==> config.mk <==
export PLATFORM = sky130hd
export DESIGN_NAME = demux_l1_sched
export DESIGN_NICKNAME = d
export VERILOG_FILES = /design/src/rtl/demux_l1_sched_pkg.sv /design/src/rtl/demux_route_cnt.sv /design/src/rtl/demux_l1_sched.sv
export SDC_FILE = /design/constraint.sdc
export NUM_CORES = 1
export LEC_CHECK = 0
export CAP_MARGIN = 20
export CORE_MARGIN = 2
export CORE_UTILIZATION = 35
export DETAILED_ROUTE_END_ITERATION = 6
export PLACE_DENSITY = 0.71
export SLEW_MARGIN = 20
export SYNTH_ARGS = -nofsm -noshare
export SYNTH_HDL_FRONTEND = slang
export SYNTH_HIERARCHICAL = 1
export SYNTH_SLANG_ARGS = --single-unit
==> constraint.sdc <==
create_clock -name clk -period 2.72 [get_ports clk]
set_input_delay 0.544 -clock clk [delete_from_list [all_inputs] [get_ports clk]]
set_output_delay 0.544 -clock clk [all_outputs]
set_load 0.02 [all_outputs]
==> src/rtl/demux_l1_sched_pkg.sv <==
// Shared types and constants for the two-lane to four-output demux scheduler.
// The destination of a lane depends only on the lane index and the selector bit.
package demux_l1_sched_pkg;

  localparam int DATA_W    = 8;
  localparam int NUM_LANES = 2;
  localparam int NUM_OUTS  = 4;

  typedef enum logic [1:0] {
    IDLE  = 2'd0,
    RUN   = 2'd1,
    STALL = 2'd2
  } state_t;

  // lane0 -> output sel ? 1 : 0, lane1 -> output sel ? 3 : 2
  function automatic logic [1:0] dest(input logic lane, input logic sel);
    return {lane, sel};
  endfunction

endpackage

==> src/rtl/demux_route_cnt.sv <==
// Bank of per-output route counters.
// Each counter wraps at 2^CW and is zeroed by a synchronous clear, which wins over increments.
module demux_route_cnt
  import demux_l1_sched_pkg::*;
#(
  parameter int CW = 8
) (
  input  logic                          clk,
  input  logic                          reset,
  input  logic                          clr,
  input  logic [NUM_OUTS-1:0]           inc,
  output logic [NUM_OUTS-1:0][CW-1:0]   count
);

  always_ff @(posedge clk or posedge reset) begin
    if (reset) begin
      count <= '0;
    end else if (clr) begin
      count <= '0;
    end else begin
      for (int n = 0; n < NUM_OUTS; n++) begin
        if (inc[n]) count[n] <= count[n] + CW'(1);
      end
    end
  end

endmodule

==> src/rtl/demux_l1_sched.sv <==
// Read scheduler for two upstream FIFOs feeding a 2-in/4-out demux.
// Pops are combinational; valid_lane/selector are delayed one cycle to match FIFO read latency.
module demux_l1_sched
  import demux_l1_sched_pkg::*;
#(
  parameter int DW = DATA_W,
  parameter int CW = 8
) (
  input  logic                 clk,
  input  logic                 reset,
  input  logic                 enable,
  input  logic [NUM_LANES-1:0] fifo_empty,
  input  logic [NUM_OUTS-1:0]  af,
  input  logic                 clr_counts,
  output logic [NUM_LANES-1:0] pop,
  output logic [NUM_LANES-1:0] valid_lane,
  output logic                 selector,
  output logic [CW-1:0]        count0,
  output logic [CW-1:0]        count1,
  output logic [CW-1:0]        count2,
  output logic [CW-1:0]        count3,
  output logic                 busy
);

  state_t                      state;
  logic                        sel;
  logic [NUM_LANES-1:0]        can_cur;
  logic [NUM_LANES-1:0]        can_oth;
  logic                        any_path;
  logic [NUM_OUTS-1:0]         inc;
  logic [NUM_OUTS-1:0][CW-1:0] counts;

  // A lane can move when it has data and its destination is not almost full.
  generate
    for (genvar gi = 0; gi < NUM_LANES; gi++) begin : g_lane
      assign can_cur[gi] = ~fifo_empty[gi] & ~af[dest(1'(gi), sel)];
      assign can_oth[gi] = ~fifo_empty[gi] & ~af[dest(1'(gi), ~sel)];
    end
  endgenerate

  assign any_path = |(can_cur | can_oth);
  assign pop      = (state == RUN && enable) ? can_cur : '0;
  assign busy     = (state != IDLE);

  always_ff @(posedge clk or posedge reset) begin
    if (reset) begin
      state      <= IDLE;
      sel        <= 1'b0;
      valid_lane <= '0;
      selector   <= 1'b0;
    end else begin
      valid_lane <= pop;
      selector   <= sel;
      case (state)
        IDLE: begin
          if (enable && fifo_empty != 2'b11) state <= RUN;
        end
        RUN: begin
          if (!enable || fifo_empty == 2'b11) begin
            state <= IDLE;
          end else begin
            if (!any_path) state <= STALL;
            // Flip after a transfer, or early when only the other mapping can move data.
            if (|pop || (can_cur == '0 && can_oth != '0)) sel <= ~sel;
          end
        end
        STALL: begin
          if (!enable)       state <= IDLE;
          else if (any_path) state <= RUN;
        end
        default: state <= IDLE;
      endcase
    end
  end

  // Output n receives lane n/2 when the delayed selector equals n%2.
  generate
    for (genvar gi = 0; gi < NUM_OUTS; gi++) begin : g_inc
      assign inc[gi] = valid_lane[gi / 2] & (selector == ((gi % 2) == 1));
    end
  endgenerate

  generate
    if (DW > 0) begin : g_cnt
      demux_route_cnt #(.CW(CW)) u_route_cnt (
        .clk   (clk),
        .reset (reset),
        .clr   (clr_counts),
        .inc   (inc),
        .count (counts)
      );
    end else begin : g_no_cnt
      assign counts = '0;
    end
  endgenerate

  assign count0 = counts[0];
  assign count1 = counts[1];
  assign count2 = counts[2];
  assign count3 = counts[3];

endmodule

==> qor.csv <==
stage;metric;value;unit
detailed_routing;DRC;0;
floorplan;Die H;76.6;microns
timing;Fmax;0.389;GHz
global_route;initial antenna violation count;0;
detailed_routing;DR iter-0 viols;119;
finish;share of post-route cells with drive strength above 1;0.0779;
cts;CTS root buf;clkbuf_8;
detailed_routing;Vias per Instance;5.03;
finish;Seq. cell area;951;sq um
global_route;grt ovf;0;
global_route;global-route usage over all layers;0.142;
placement;hpwl dp;2790;microns
critical_path;maximum net fanout on the critical path;3;
run_status;status;complete, no violations;
critical_path;crit path DAT;2030;ps
critical_path;Required @ worst endpoint;2180;ps
synthesis;Synth Area in XOR/XNOR;0.0807;
timing;clock skew;12.2;ps
finish;Post-layout nets;245;
synthesis;sequential area share after synthesis;0.515;
cts;clock buffer depth;2;
finish;Area Growth Syn to Fin;34.2;%
finish;antenna cells;0;
floorplan;Starting Density;0.361;
cts;CTS tree;done;
timing;final setup fails;0;
timing;Max Slew Vio Count;0;
synthesis;main combinational cell family by area after synthesis;simple AND/OR/NAND/NOR gates;
synthesis;Mapped Nets;194;
power_and_ir_drop;VDD IR max;0.268;mV
synthesis;leading area contributor after synthesis;dfrtp_1;
finish;fill count;508;
cts;clock sink count;38;
cts;H-tree depth;2;
floorplan;die width;76.6;microns
finish;commonest non-fill, non-tap cell in the layout;clkdlybuf4s50_1;
finish;most frequent cells in the layout;clkdlybuf4s50_1, dfrtp_1, nor2_1;
min_path;worst hold path class;in -> async;
critical_path;Startpoint Class;input pin;
cts;Reg clk slew, reported paths;70;ps
synthesis;share of the synthesized area in the top cell type;0.515;
floorplan;core area;5110;sq um
detailed_routing;WL/cell;12.8;microns
cts;Clk Latency, worst-skew pair;290;ps
power_and_ir_drop;Lkg Pwr;1.02;nW
global_route;largest net degree at the start of global routing;33;
synthesis;mux cell area share after synthesis;0.0271;
synthesis;mapped cell area;1850;sq um
global_route;vias in the first global route;1459;
synthesis;Synth area leaders;dfrtp_1, xor2_1, nand4_1, nor2_1, a21oi_1;
detailed_routing;routed wire length;3850;microns
placement;Placed Cells;294;
synthesis;Post-Synthesis Cells;180;
synthesis;library cells used by synthesis;32;
synthesis;register bit total from synthesis;38;
cts;# Post-CTS Setup Buffers;0;
critical_path;slowest library cell on the worst path;clkdlybuf4s50_1;
critical_path;slowest stage delay, CP;480;ps
floorplan;IO Count;48;
flow_run;Max Cap Viol;0;
finish;multi-input logic area;853;sq um
detailed_routing;remaining antenna violation count after routing;0;
floorplan;row cnt;26;
cts;number of buffers created by CTS;5;
timing;fin crit share;0.945;
placement;gpl congestion;0.763;
timing;fin crit period;2570;ps
timing;Least-Margin Pin Slew;554;ps
timing;Max-slew headroom;0.630;
critical_path;CP Capture Type;output pin;
critical_path;critical-path cell list;clkdlybuf4s50_1 > nor2b_4 > nand2_2 > a2111oi_2 > dlygate4sd2_1;
global_route;first-pass GRT wire length;6710;microns
timing;Fin. Hold Viols;0;
finish;final instance count without filler cells;301;
cts;post-CTS resize count;2;
synthesis;Avg Inst Size Synth;10.3;sq um
cts;hold buffer count at CTS;0;
synthesis;Post-Synth Adder-Cell Area;0.0271;
critical_path;crit path kind;in -> out;
power_and_ir_drop;PD cells;462;nW/um^2
synthesis;simple-gate share of the synthesized area;0.217;
synthesis;Synth warnings;6;
detailed_routing;Vias;1514;
timing;Min Hold Slack;497;ps
synthesis;Synth Area in Compound Gates;0.111;
detailed_routing;drt pass-1 iters;4;
placement;IO buf count;47;
timing;RSZ-0062 raised after global routing;false;
floorplan;Die Footprint;5870;sq um
-- cells in the mapped netlist (all sizes together) --
master / number
a2111oi: 2
a21bo: 1
a21oi: 14
a31oi: 2
and2: 2
and3: 1
buf: 4
clkbuf: 3
dfrtp: 38
ha: 4
inv: 2
mux2i: 5
nand2: 10
nand3: 6
nand4: 14
nor2: 21
nor2b: 5
o2111ai: 1
o21ai: 13
o31ai: 1
or2: 1
or2b: 1
or3: 11
or4: 1
xnor2: 5
xor2: 12
-- cells by family after synthesis --
| logic type | count (synthesis) |
|---|---|
| AO/OA/AOI/OAI | 34 |
| XOR/XNOR | 17 |
| adder cells (fa/ha/maj) | 4 |
| buffers and inverters | 9 |
| flip-flops | 38 |
| multiplexers | 5 |
| AND/OR/NAND/NOR | 73 |
-- critical path: cells and delay by family --
kind / cells / cell delay, ps
buf+inv: 2 / 860
compound gates: 1 / 370
simple gates: 2 / 250
-- state kept, by name (all words and copies together), names as in the netlist --
| signal | count |
|---|---|
| valid_lane | 2 |
| sel | 1 |
| state | 2 |
| g_cnt.u_route_cnt/count | 32 |
| selector | 1 |
-- layout make-up --
type                       instances  area share
timing repair buffer              51       0.201
sequential                        38       0.384
clock buffer                       5      0.0278
multi-input combinational        133       0.345
inverter                           2     0.00303
tap                               70      0.0354
clock inverter                     2     0.00404
-- through the flow --
stage	worst slack (ps)	total power, mW	setup TNS, ps	instance area [sq um]	util
floorplan	778	0.724	0	1850	-
global placement	-140	0.801	-238	2400	0.470
detailed placement	-146	0.803	-245	2400	0.470
CTS	134	1.17	0	2480	0.485
global route	67.6	1.21	0	2480	0.485
finish	151	1.14	0	2480	0.485
-- power breakdown --
group | switching (mW) | total (mW) | internal [mW]
clock network | 0.186 | 0.358 | 0.172
registers | 0.0396 | 0.629 | 0.589
logic | 0.0831 | 0.158 | 0.0751
total | 0.308 | 1.14 | 0.836
-- path summary, 6_finish.rpt --
path,from,endpoint,slack (ps),cells after the start
setup / recovery,enable,pop[1],150,5
hold / removal,reset,selector,500,2
setup reg to reg,selector,g_cnt.u_route_cnt/count[7],970,4
hold reg to reg,sel,selector,540,0
max in group asynchronous,reset,g_cnt.u_route_cnt/count[26],1740,3
min in group clk,sel,selector,540,0
-- layer usage --
metal  GRT usage  up-vias  routed length (microns)
li1            -      742                        -
met1       0.169      728                     1700
met2       0.236       40                     1880
met3      0.0498        4                      231
met4      0.0545        0                       39
met5           0        -                        0
Power figures use the tool's default switching activity.
